$ cat src/rtl/execute_muldiv.sv
`default_nettype none
// ============================================================================
// Module      : execute_muldiv
// Description : Iterative RV32M multiply/divide unit for the execute stage.
//               Shift-add multiply and restoring divide, one bit per cycle,
//               with a busy/done handshake and single-cycle fast paths for
//               divide-by-zero and signed overflow.
// Revision    : 1.0 - initial release
// ============================================================================
module execute_muldiv #(
    parameter int XLEN = 32
) (
    input  logic            clk,
    input  logic            rst,
    input  logic            start,
    input  logic            flush,
    input  logic [2:0]      funct3,
    input  logic [XLEN-1:0] op_a,
    input  logic [XLEN-1:0] op_b,
    output logic            busy,
    output logic            done,
    output logic [XLEN-1:0] result
);

    localparam logic [2:0] c_MUL    = 3'b000;
    localparam logic [2:0] c_MULH   = 3'b001;
    localparam logic [2:0] c_MULHSU = 3'b010;
    localparam logic [2:0] c_DIV    = 3'b100;
    localparam logic [2:0] c_REM    = 3'b110;
    localparam logic [XLEN-1:0] c_MIN_NEG = {1'b1, {(XLEN-1){1'b0}}};
    localparam logic [XLEN-1:0] c_ONES    = {XLEN{1'b1}};

    typedef enum logic [1:0] {
        S_IDLE = 2'd0,
        S_BUSY = 2'd1,
        S_DONE = 2'd2
    } state_t;

    state_t              r_state;
    logic [4:0]          r_cnt;
    logic [2:0]          r_op;
    logic                r_neg;      // product / quotient sign
    logic                r_sign_a;   // remainder sign
    logic [XLEN-1:0]     r_opnd;     // multiplicand (mul) or divisor (div) magnitude
    logic [2*XLEN-1:0]   r_acc;      // {hi, lo}: product register or {remainder, quotient}
    logic                r_busy;
    logic                r_done;
    logic [XLEN-1:0]     r_result;

    logic                w_a_signed;
    logic                w_b_signed;
    logic                w_sign_a;
    logic                w_sign_b;
    logic [XLEN-1:0]     w_mag_a;
    logic [XLEN-1:0]     w_mag_b;
    logic                w_fast;
    logic [XLEN-1:0]     w_fast_res;
    logic [XLEN:0]       w_mul_sum;
    logic [XLEN:0]       w_div_trial;
    logic [2*XLEN-1:0]   w_acc_next;
    logic [2*XLEN-1:0]   w_prod;
    logic [XLEN-1:0]     w_quo;
    logic [XLEN-1:0]     w_rem;
    logic [XLEN-1:0]     w_final;

    // Operand decode at issue: signedness, magnitudes and fast-path detection
    always_comb begin
        w_a_signed = (funct3 == c_MULH) || (funct3 == c_MULHSU) ||
                     (funct3 == c_DIV)  || (funct3 == c_REM);
        w_b_signed = (funct3 == c_MULH) || (funct3 == c_DIV) || (funct3 == c_REM);
        w_sign_a   = w_a_signed && op_a[XLEN-1];
        w_sign_b   = w_b_signed && op_b[XLEN-1];
        w_mag_a    = w_sign_a ? -op_a : op_a;
        w_mag_b    = w_sign_b ? -op_b : op_b;
        // funct3[2] selects divide family, funct3[1] selects remainder,
        // funct3[0] clear means signed divide
        w_fast     = funct3[2] && ((op_b == '0) ||
                     (!funct3[0] && (op_a == c_MIN_NEG) && (op_b == c_ONES)));
        if (op_b == '0)
            w_fast_res = funct3[1] ? op_a : c_ONES;
        else
            w_fast_res = funct3[1] ? '0 : c_MIN_NEG;
    end

    // One iteration step plus sign fix-up and result selection
    always_comb begin
        // Multiply: low half holds the remaining multiplier bits, shifted out LSB first
        w_mul_sum   = {1'b0, r_acc[2*XLEN-1:XLEN]} + (r_acc[0] ? {1'b0, r_opnd} : '0);
        // Divide: trial subtract of the divisor from the left-shifted partial remainder
        w_div_trial = r_acc[2*XLEN-1:XLEN-1] - {1'b0, r_opnd};
        if (r_op[2]) begin
            if (w_div_trial[XLEN])
                w_acc_next = {r_acc[2*XLEN-2:0], 1'b0};
            else
                w_acc_next = {w_div_trial[XLEN-1:0], r_acc[XLEN-2:0], 1'b1};
        end else begin
            w_acc_next = {w_mul_sum, r_acc[XLEN-1:1]};
        end
        w_prod = r_neg ? -w_acc_next : w_acc_next;
        w_quo  = r_neg ? -w_acc_next[XLEN-1:0] : w_acc_next[XLEN-1:0];
        w_rem  = r_sign_a ? -w_acc_next[2*XLEN-1:XLEN] : w_acc_next[2*XLEN-1:XLEN];
        case (r_op)
            c_MUL:         w_final = w_prod[XLEN-1:0];
            3'b001, 3'b010,
            3'b011:        w_final = w_prod[2*XLEN-1:XLEN];
            3'b100, 3'b101: w_final = w_quo;
            default:       w_final = w_rem;
        endcase
    end

    // Control FSM with registered busy/done/result and the iteration datapath
    always_ff @(posedge clk) begin
        if (rst) begin
            r_state  <= S_IDLE;
            r_cnt    <= '0;
            r_op     <= '0;
            r_neg    <= 1'b0;
            r_sign_a <= 1'b0;
            r_opnd   <= '0;
            r_acc    <= '0;
            r_busy   <= 1'b0;
            r_done   <= 1'b0;
            r_result <= '0;
        end else begin
            case (r_state)
                S_IDLE: begin
                    r_done <= 1'b0;
                    if (start && !flush) begin
                        r_op     <= funct3;
                        r_neg    <= w_sign_a ^ w_sign_b;
                        r_sign_a <= w_sign_a;
                        r_busy   <= 1'b1;
                        if (w_fast) begin
                            r_result <= w_fast_res;
                            r_done   <= 1'b1;
                            r_state  <= S_DONE;
                        end else begin
                            // Divide keeps the dividend in the low half; multiply keeps the multiplier there
                            r_opnd  <= funct3[2] ? w_mag_b : w_mag_a;
                            r_acc   <= {{XLEN{1'b0}}, funct3[2] ? w_mag_a : w_mag_b};
                            r_cnt   <= 5'd31;
                            r_state <= S_BUSY;
                        end
                    end
                end
                S_BUSY: begin
                    if (flush) begin
                        r_busy  <= 1'b0;
                        r_state <= S_IDLE;
                    end else begin
                        r_acc <= w_acc_next;
                        if (r_cnt == 5'd0) begin
                            r_result <= w_final;
                            r_done   <= 1'b1;
                            r_state  <= S_DONE;
                        end else begin
                            r_cnt <= r_cnt - 5'd1;
                        end
                    end
                end
                S_DONE: begin
                    r_busy  <= 1'b0;
                    r_done  <= 1'b0;
                    r_state <= S_IDLE;
                end
                default: begin
                    r_busy  <= 1'b0;
                    r_done  <= 1'b0;
                    r_state <= S_IDLE;
                end
            endcase
        end
    end

    assign busy   = r_busy;
    assign done   = r_done;
    assign result = r_result;

endmodule
`default_nettype wire
$ cat config.mk
export PLATFORM = sky130hd
export DESIGN_NAME = execute_muldiv
export DESIGN_NICKNAME = d
export VERILOG_FILES = /design/src/rtl/execute_muldiv.sv
export SDC_FILE = /design/constraint.sdc
export NUM_CORES = 1
export LEC_CHECK = 0
export CAP_MARGIN = 0
export CORE_UTILIZATION = 62
export CTS_CLUSTER_DIAMETER = 50
export DETAILED_ROUTE_END_ITERATION = 7
export PLACE_DENSITY = 0.94
export SYNTH_ARGS = -nofsm -noshare
export SYNTH_HDL_FRONTEND = slang
export SYNTH_SLANG_ARGS = --single-unit
$ cat constraint.sdc
create_clock -name clk -period 6.9 [get_ports clk]
set_input_delay 1.035 -clock clk [delete_from_list [all_inputs] [get_ports clk]]
set_output_delay 1.035 -clock clk [all_outputs]
set_load 0.1 [all_outputs]
* Word-level counts from Yosys, hierarchy flattened
Index checks and enable logic that the tools add are counted.
** Storage, ports and cells
- Bits of input ports :: 71
- Logic and storage cells :: 110
- Bits in registers :: 142
- Output and inout port bits :: 34
** Operators by class
- Equality and inequality tests :: 20
- Multiplexer cells :: 41
- Reductions and logical operators :: 29
- Bitwise operators :: 2
- Add/subtract/negate cells :: 8
** Operators with widths (number)
- $mux W32 :: 14
- $mux W64 :: 6
- $neg A32 Y32 :: 4
- $pmux W64 S2 :: 1
- $pmux W32 S3 :: 1
- $eq A32 B32 Y1 const B :: 2
- $neg A64 Y64 :: 1
- $pmux W32 S2 :: 1
- $add A32 B32 Y33 :: 1
- $sub A33 B32 Y33 :: 1
- $logic_not A32 Y1 :: 1
- $mux W5 :: 4
- $ne A2 B2 Y1 const B :: 7
- $eq A3 B3 Y1 const B :: 4
- $pmux W5 S2 :: 1
- $reduce_and A5 Y1 :: 2
- $eq A3 B2 Y1 const B :: 3
- $mux W2 :: 4
- $reduce_and A2 Y1 :: 4
- $eq A3 B1 Y1 const B :: 2
- $logic_and A1 B1 Y1 :: 6
- $logic_or A1 B1 Y1 :: 6
- $mux W1 :: 6
- $logic_not A5 Y1 :: 1
- 15 further kinds :: 17

* Longest topological paths before layout
Gate-level depths: netlist (run 1).
- Word-level depth :: 10
- Gate-level depth with buffers :: 25
- Mapped depth without buffers :: 24

* Worst setup path before layout (run 1)
No wires, ideal clock.
- Path type :: register to register
- Start :: reg r_op[2]
- End :: reg r_result[30] (netlist: result[30])
- Clock period less this slack :: 4861 ps
- Setup slack :: 2039 ps
- Cell stages (with the launch flop) :: 22
- Buffers on the path :: 8
- Arrival time :: 4737 ps
- Cells stage by stage :: dfxtp_1 -> buf_2 -> clkbuf_1 -> buf_2 -> buf_2 -> buf_2 -> buf_1 -> clkbuf_1 -> clkbuf_1 -> o21ai_0 -> inv_1 -> ha_1 -> and2_1 -> and2_1 -> nand2_1 -> or2_2 -> nor2_1 -> nand3_1 -> o41ai_2 -> xnor2_1 -> a221oi_1 -> o21ai_1
** Between the ends
- Word-level cells in the longest chain between the ends :: 7
** Ends and longest elaborated chain
- start: declaration :: RTL line 41 : logic [2:0] r_op;
- start signal: assignment :: RTL line 129 : r_op <= funct3;
- $mux W64 :: RTL line 91 : if (r_op[2]) begin
- $neg A64 Y64 (tied with other cells) :: RTL line 99 : w_prod = r_neg ? -w_acc_next : w_acc_next;
- $mux W64 (tied with other cells) :: RTL line 99
- $pmux W32 S3 * :: RTL line 102 : case (r_op)
- $mux W32 * :: RTL line 152 : if (r_cnt == 5'd0) begin
- $mux W32 * :: RTL line 147 : if (flush) begin
- $pmux W32 S2 * :: RTL line 125 : case (r_state)
- end signal: assignment :: RTL line 134 : r_result <= w_fast_res;
- end signal: assignment :: RTL line 153 : r_result <= w_final;
- end: declaration :: RTL line 48 : logic [XLEN-1:0] r_result;
Every way passes the cells marked *; elsewhere a longest branch is shown, timed or not. The select of a mux whose other input is x is not followed.
A chain may end at the register's enable or synchronous reset.

* Final worst setup path (run 1)
- Start :: reg r_acc[31]
- End :: reg r_result[28] (netlist: result[28])
** Between the ends
- Word-level cells in the longest chain between the ends :: 9
** Ends and longest elaborated chain
- start: declaration :: RTL line 45 : logic [2*XLEN-1:0] r_acc;
- start signal: assignment :: RTL line 140 : r_acc <= {{XLEN{1'b0}}, funct3[2] ? w_mag_a : w_mag_b};
- start signal: assignment :: RTL line 151 : r_acc <= w_acc_next;
- $sub A33 B32 Y33 :: RTL line 90 : w_div_trial = r_acc[2*XLEN-1:XLEN-1] - {1'b0, r_opnd};
- $mux W64 :: RTL line 92 : if (w_div_trial[XLEN])
- $mux W64 * :: RTL line 91
- $neg A64 Y64 (tied with other cells) :: RTL line 99
- $mux W64 (tied with other cells) :: RTL line 99
- $pmux W32 S3 * :: RTL line 102
- $mux W32 * :: RTL line 152
- $mux W32 * :: RTL line 147
- $pmux W32 S2 * :: RTL line 125
Marked as above.

==> results.ini, run 1 <==
[sta]
drv_slew = 0
fin_crit_ns = 6.162
setup_viol = 0
rsz0062_at_grt = false
min_period_over_period = 0.8930
finClkSkew_ns = 0.01339
fin_ws_ns = 0.7385
slew_headroom = 0.2479
finalHoldViolCount = 0
max_freq_mhz = 162.3
setup_tns_ns = 0
worst_slew_pin_slew_ns = 1.122

[min_path]
worst_hold_path.num_cells = 2
min_from = result[21]
worstHoldPathType = flop to flop
min_to = result[21]

[critical_path]
max_stage_delay_ns = 0.85
reg2reg_to = result[28]
crit_chain = inv_1 -> ha_1 -> inv_1 -> fa_1 -> a211oi_1 -> nor3b_1 -> o21a_1 -> o211a_4 -> nor3_2 -> nor2_2 -> nand2_1 -> a31oi_1 -> inv_1 -> ha_1 -> o31ai_1 -> nor3_4 -> nand4_2 -> o31ai_1 -> xor2_1 -> a221oi_1 -> o22ai_1
reg2reg_depth = 21
crit_buf_inv = 3
path_class = flop to flop
slowest_stage = nor3_2
crit_top_cell = inv_1
critPathMaxFanout = 14
end_kind = flop
crit_path_start_kind = flop
r2r-start = r_acc[31]
rrSetupSlack_ns = 0.74
critPathArrivalTime_ns = 6.46
required_ns = 7.20
crit_start = r_acc[31]
crit_family = compound AO/OA/AOI/OAI gates

[clock_network]
cts_buffer_depth = 2
htree_levels = 4
cts_tree = done
cts_hold_buffers = 0
cts-root-buf = clkbuf_16
clock-sinks = 142
cts_buffers = 17
clock_latency_ns = 0.44
clkTransAtPathRegs_ns = 0.07
cts_resized = 0
cts_setup_buffers = 0

[pwr]
power_density_nw_per_um2 = 174.6
totalPowerFinal_mw = 3.056
peakVddDrop_mv = 0.1198
p_leak_nw = 6.630

[grt]
grt_use_total = 0.4746
antenna_found_initial = 2
grt_overflow = 0
grt_max_degree = 98
grt_pass1_vias = 16920
grt_pass1_wl_um = 96370

[detailed_routing]
viasPerCell = 7.161
drc_errors = 0
drtIter0Drc = 2884
vias = 18730
wl_per_cell_um = 24.22
wl_um = 63330
firstDrtPassIters = 6
drt.antenna.violating_nets = 0

[yosys]
synth_cell_types = 105
ys_seq_area_frac = 0.1793
synth_area_sq_um = 15850
synth.avg_cell_area_sq_um = 6.989
postSynthNetCount = 2412
synth_ff_type = dfxtp_1
synthCells = 2268
yosys.area.top_type_share = 0.1793
ys_warn_count = 0
async_flop_share = 0
synth_area_leader_cell = dfxtp_1
yosys-top-cells-count = nor2_1, a21oi_1, nand2_1
synth_area_leaders = dfxtp_1, nor2_1, a21oi_1, ha_1, xnor2_1
ys_seq_elements = 142
synth_edf_count = 0
yosysMostFrequentCell = nor2_1

[final_layout]
syn2layout_area_growth_pct = 10.40
n_fill_cell = 2174
drive_gt1_frac = 0.05777
n_antenna_cell = 0
nNetsFinal = 2416

[placement]
pre_cts_ws_ns = 1.066
portBuffers = 104
place_congestion = 1.072
hpwlAfterDp_um = 47840

[floorplanning]
die_h_um = 161.9
io_pins = 105
core_sq_um = 25110
row_count = 58
initial_core_util = 0.6313
die_w_um = 161.9
dieArea_sq_um = 26210

[job]
cap_violations = 0

[outcome]
status = finished, final reports clean

-- cell type report --
type	instances	area, sq um	share of cell area
multi-input cells	1899	12120	0.6924
flip-flops and latches	142	2846	0.1627
repair buffers	136	1274	0.07279
clock buffers	18	439.2	0.02510
well taps	330	412.9	0.02360
inverters	76	285.3	0.01630
clock inverters	14	125.1	0.007150
-- worst max-delay path by stage --
stage	endpoint	slack, ns	cells after the start
6_report	result[28]	0.74	21
5_1_grt	result[28]	0.45	21
4_1_cts	result[28]	1.0	21
3_5_place_dp	result[28]	1.07	21
3_3_place_gp	result[18]	1.36	21
2_1_floorplan	result[30]	2.04	21
-- state kept, by name, indices dropped and copies added (netlist names) --
signal,flops
busy,1
done,1
r_acc,64
r_cnt,5
r_neg,1
r_op,3
r_opnd,32
r_sign_a,1
r_state,2
result,32
-- layer usage --
metal  track usage  vias to the layer above  wire length (um)
met3        0.1387                      321              8397
met2        0.7103                     1398             26670
met4        0.3486                        4              5513
li1              -                     8305                 -
met1        0.5775                     8699             22700
met5             0                        -                51
-- report_power, final --
| part | total [mW] | switching, mW | leakage (nW) | internal (mW) |
|---|---|---|---|---|
| clock network | 0.924 | 0.441 | 0.266 | 0.483 |
| registers | 0.913 | 0.0510 | 1.16 | 0.862 |
| logic | 1.22 | 0.824 | 5.21 | 0.396 |
| total | 3.06 | 1.32 | 6.63 | 1.74 |
-- cells in the final DEF (no fill, tap or decap), types with 50 or more instances in the layout --
master	synthesis	layout
nor2_1	318	317
a21oi_1	193	192
nand2_1	189	188
o21ai_0	163	163
dfxtp_1	142	141
clkdlybuf4s50_1	0	102
xnor2_1	97	97
inv_1	74	74
xor2_1	74	74
ha_1	71	71
a211oi_1	61	61
nor3_1	60	59
mux2i_1	58	58
o211ai_1	55	55
and2_1	50	50
-- stage by stage --
step | hold WS (ns) | std cells | cell area, sq um | utilization
2_1_floorplan | 0.4403 | 2268 | 15850 | -
3_3_place_gp | 0.4552 | 2583 | 16940 | 0.6745
3_5_place_dp | 0.4655 | 2583 | 16940 | 0.6745
4_1_cts | 0.4759 | 2615 | 17500 | 0.6969
5_1_grt | 0.5017 | 2615 | 17500 | 0.6969
6_report | 0.4811 | 2615 | 17500 | 0.6969
-- worst register-to-register path, cell delays in order, from the launching register on --
cell	delay, ns
dfxtp_1	0.36
inv_1	0.09
ha_1	0.17
inv_1	0.06
fa_1	0.43
a211oi_1	0.42
nor3b_1	0.11
o21a_1	0.34
o211a_4	0.33
nor3_2	0.85
nor2_2	0.12
nand2_1	0.11
a31oi_1	0.16
inv_1	0.19
ha_1	0.22
o31ai_1	0.22
nor3_4	0.41
nand4_2	0.40
o31ai_1	0.42
xor2_1	0.12
a221oi_1	0.37
o22ai_1	0.12
-- kinds of logic after synthesis --
family | after synthesis | share of synthesized area
AOI/OAI and AO/OA | 771 | 0.3235
xor gates and xnor gates | 171 | 0.09449
adders and majority gates | 73 | 0.05857
buffers and inverters | 227 | 0.05747
DFF | 142 | 0.1793
muxes | 62 | 0.03947
and+or+nand+nor | 822 | 0.2472
No activity file was read; power rests on OpenSTA's default activity.
==> run 2: changes to the inputs <==
--- a/config.mk
+++ b/config.mk
@@ -5,11 +5,13 @@
 export SDC_FILE = /design/constraint.sdc
 export NUM_CORES = 1
 export LEC_CHECK = 0
+export ABC_CLOCK_PERIOD_IN_PS = 6900
 export CAP_MARGIN = 0
-export CORE_UTILIZATION = 62
+export CORE_UTILIZATION = 55
 export CTS_CLUSTER_DIAMETER = 50
 export DETAILED_ROUTE_END_ITERATION = 7
-export PLACE_DENSITY = 0.94
+export GPL_TIMING_DRIVEN = 0
+export PLACE_DENSITY = 0.86
 export SYNTH_ARGS = -nofsm -noshare
 export SYNTH_HDL_FRONTEND = slang
 export SYNTH_SLANG_ARGS = --single-unit
==> run 2 against run 1 <==
Against the previous run: the flow now finishes with violations (design-rule violations); via count rose by 4.6%; sequential cell count stayed put; routed wire length grew 19%; combinational power up 5%; critical path depth did not move; design area is 2.4% higher; global-route usage rose by 2.8 points; core utilization is 5.9 points lower; die area is 13% higher; register-to-register slack got worse by 0.66 ns.
==> results.ini, run 2 (synthesis results as in run 1) <==
[floorplanning]
die_h_um = 171.8  ; was 161.9 um
die_w_um = 171.8  ; was 161.9 um
core_sq_um = 28090  ; was 25110 sq um
dieArea_sq_um = 29500  ; was 26210 sq um
io_pins = 105  ; unchanged
row_count = 61  ; was 58
initial_core_util = 0.5643  ; was 0.6313

[sta]
fin_ws_ns = 0.07531  ; was 0.7385 ns
slew_headroom = 0.1243  ; was 0.2479
finalHoldViolCount = 0  ; unchanged
setup_viol = 0  ; unchanged
setup_tns_ns = 0  ; unchanged
rsz0062_at_grt = false  ; unchanged
max_freq_mhz = 146.5  ; was 162.3 MHz
finClkSkew_ns = 0.02149  ; was 0.01339 ns
min_period_over_period = 0.9891  ; was 0.8930
drv_slew = 0  ; unchanged
fin_crit_ns = 6.825  ; was 6.162 ns
worst_slew_pin_slew_ns = 1.309  ; was 1.122 ns

[pwr]
switchingPower_mw = 1.382  ; was 1.315 mW
clkPwrFrac = 0.304  ; was 0.302
p_int_mw = 1.777  ; was 1.741 mW
pwr-share-comb = 0.406  ; was 0.399
peakVddDrop_mv = 0.1711  ; was 0.1198 mV
netSwitchingFraction = 0.4375  ; was 0.4303
power_density_nw_per_um2 = 176.2  ; was 174.6 nW/um^2
p_leak_nw = 6.735  ; was 6.630 nW
p_seq_frac = 0.290  ; was 0.299

[final_layout]
fin_area_sq_um = 17920  ; was 17500 sq um
layout_common_cells = nor2_1, a21oi_1, nand2_1, o21ai_0, dfxtp_1  ; unchanged
final_common_cell = nor2_1  ; unchanged
drive_gt1_frac = 0.04958  ; was 0.05777
nNetsFinal = 2531  ; was 2416
largest_reg_flops = 64  ; unchanged
syn2layout_area_growth_pct = 13.09  ; was 10.40%
top_register = r_acc  ; unchanged

[grt]
grt_pass1_wl_um = 108600  ; was 96370 um
grt_overflow = 0  ; unchanged
antenna_found_initial = 2  ; unchanged
grt_max_degree = 17  ; was 98
grt_pass1_vias = 17380  ; was 16920
grt_use_total = 0.5025  ; was 0.4746

[placement]
pre_cts_ws_ns = -0.5224  ; was 1.066 ns
portBuffers = 102  ; was 104
hpwlAfterDp_um = 60390  ; was 47840 um
place_congestion = 1.086  ; was 1.072
dpl_cell_area_sq_um = 17340  ; was 16940 sq um

[job]
cap_violations = 0  ; unchanged

[critical_path]
critPathArrivalTime_ns = 7.14  ; was 6.46 ns
crit_top_cell = buf_2  ; was inv_1
crit_path_start_kind = flop  ; unchanged
critPathMaxFanout = 19  ; was 14
path_class = flop to flop  ; unchanged
crit_start = r_op[2]  ; was r_acc[31]
required_ns = 7.21  ; was 7.20 ns
crit_chain = buf_2 -> clkbuf_1 -> buf_2 -> buf_2 -> buf_2 -> clkbuf_2 -> clkbuf_2 -> o21ai_0 -> inv_1 -> ha_1 -> and2_1 -> and2_1 -> nand2_1 -> or3_1 -> clkbuf_1 -> nand2_1 -> xnor2_1 -> a222oi_1 -> o211ai_1 -> o21ai_0 -> nor2_1  ; was inv_1 -> ha_1 -> inv_1 -> fa_1 -> a211oi_1 -> nor3b_1 -> o21a_1 -> o211a_4 -> nor3_2 -> nor2_2 -> nand2_1 -> a31oi_1 -> inv_1 -> ha_1 -> o31ai_1 -> nor3_4 -> nand4_2 -> o31ai_1 -> xor2_1 -> a221oi_1 -> o22ai_1
rrSetupSlack_ns = 0.08  ; was 0.74 ns
max_stage_delay_ns = 0.71  ; was 0.85 ns
slowest_stage = a222oi_1  ; was nor3_2
crit_buf_inv = 9  ; was 3
r2r-start = r_op[2]  ; was r_acc[31]
end_kind = flop  ; unchanged
crit_family = buffers and inverters  ; was compound AO/OA/AOI/OAI gates

[detailed_routing]
wl_per_cell_um = 27.05  ; was 24.22 um
vias = 19590  ; was 18730
viasPerCell = 7.046  ; was 7.161
firstDrtPassIters = 8  ; was 6
drc_errors = 11  ; was 0
drtIter0Drc = 3505  ; was 2884
wl_um = 75190  ; was 63330 um
drt.antenna.violating_nets = 0  ; unchanged

[clock_network]
clkTransAtPathRegs_ns = 0.07  ; about the same
cts_setup_buffers = 0  ; unchanged
cts_hold_buffers = 0  ; unchanged
htree_levels = 4  ; unchanged
cts_buffer_depth = 2  ; unchanged
cts-root-buf = clkbuf_16  ; unchanged
clock_latency_ns = 0.45  ; was 0.44 ns
cts_tree = done  ; unchanged
clock-sinks = 142  ; unchanged
cts_buffers = 17  ; unchanged

[outcome]
status = complete, but fails checks  ; was finished, final reports clean
violations = design-rule violations

[min_path]
min_from = result[2]  ; was result[21]
worstHoldPathType = flop to flop  ; unchanged

## run 2: cell count changes in the layout (fill, tap and decap cells not counted), moves of 2 or more
| cell | change |
|---|---|
| buf_6 | +3 |
| clkbuf_1 | +116 |
| diode_2 | +2 |
| buf_2 | +22 |
| inv_8 | -2 |
| buf_4 | -31 |
| buf_1 | +4 |
| clkinvlp_4 | -2 |
| clkbuf_2 | +2 |
| inv_6 | +2 |
## run 2: power by group through the flow
stage	combinational [mW]	clock (mW)	sequential, mW
finish	1.28	0.959	0.917
CTS	1.21	0.941	0.911
detailed placement	1.21	0	0.929
global route	1.33	0.973	0.918
global placement	1.20	0	0.928
floorplan	0.765	0	0.951
## run 2: final cells by class
| cell class | count | area (sq um) |
|---|---|---|
| Clock inverter | 14 | 151.4 |
| Clock buffer | 18 | 429.2 |
| Sequential cell | 142 | 2843 |
| Timing Repair Buffer | 102 | 1021 |
| Buffer | 149 | 620.6 |
| Inverter | 76 | 285.3 |
| Multi-Input combinational cell | 1899 | 12100 |
| Antenna cell | 2 | 5.005 |
| Tap cell | 378 | 473.0 |
| Fill cell | 2627 | 10160 |
## run 2: timing repair
| item | CTS | global route |
|---|---|---|
| endpoints found under the setup margin | 15 | 11 |
| gates resized for setup | 2 | 0 |
| pin swaps | 0 | 0 |
## run 2: layer usage
metal | vias to the layer above | wire length [um] | track usage
met5 | - | 17 | 0
met1 | 9025 | 27980 | 0.6333
met2 | 1629 | 29650 | 0.7113
li1 | 8569 | - | -
met4 | 2 | 5762 | 0.3301
met3 | 364 | 11780 | 0.1855
## run 2: path summary, 6_finish.rpt
path / cells after the start / end
max: 21 / result[0]
min reg2reg: 2 / result[2]
max reg2reg: 21 / result[0]
min: 2 / result[2]
## run 2: worst register-to-register path: stages, from the launching register on
cell      delay, ns
dfxtp_1        0.32
buf_2          0.19
clkbuf_1       0.50
buf_2          0.47
buf_2          0.40
buf_2          0.56
clkbuf_2       0.48
clkbuf_2       0.51
o21ai_0        0.37
inv_1          0.14
ha_1           0.20
and2_1         0.20
and2_1         0.23
nand2_1        0.14
or3_1          0.38
clkbuf_1       0.33
nand2_1        0.18
xnor2_1        0.07
a222oi_1       0.71
o211ai_1       0.14
o21ai_0        0.12
nor2_1         0.06
## run 2: per-stage QoR
step	std cells	util	power (mW)	hold slack [ns]
2_1_floorplan	2268	-	1.716	0.4403
3_3_place_gp	2748	0.6175	2.123	0.4439
3_5_place_dp	2748	0.6175	2.135	0.4581
4_1_cts	2780	0.6383	3.066	0.4674
5_1_grt	2778	0.6380	3.225	0.4820
6_report	2780	0.6382	3.159	0.4644
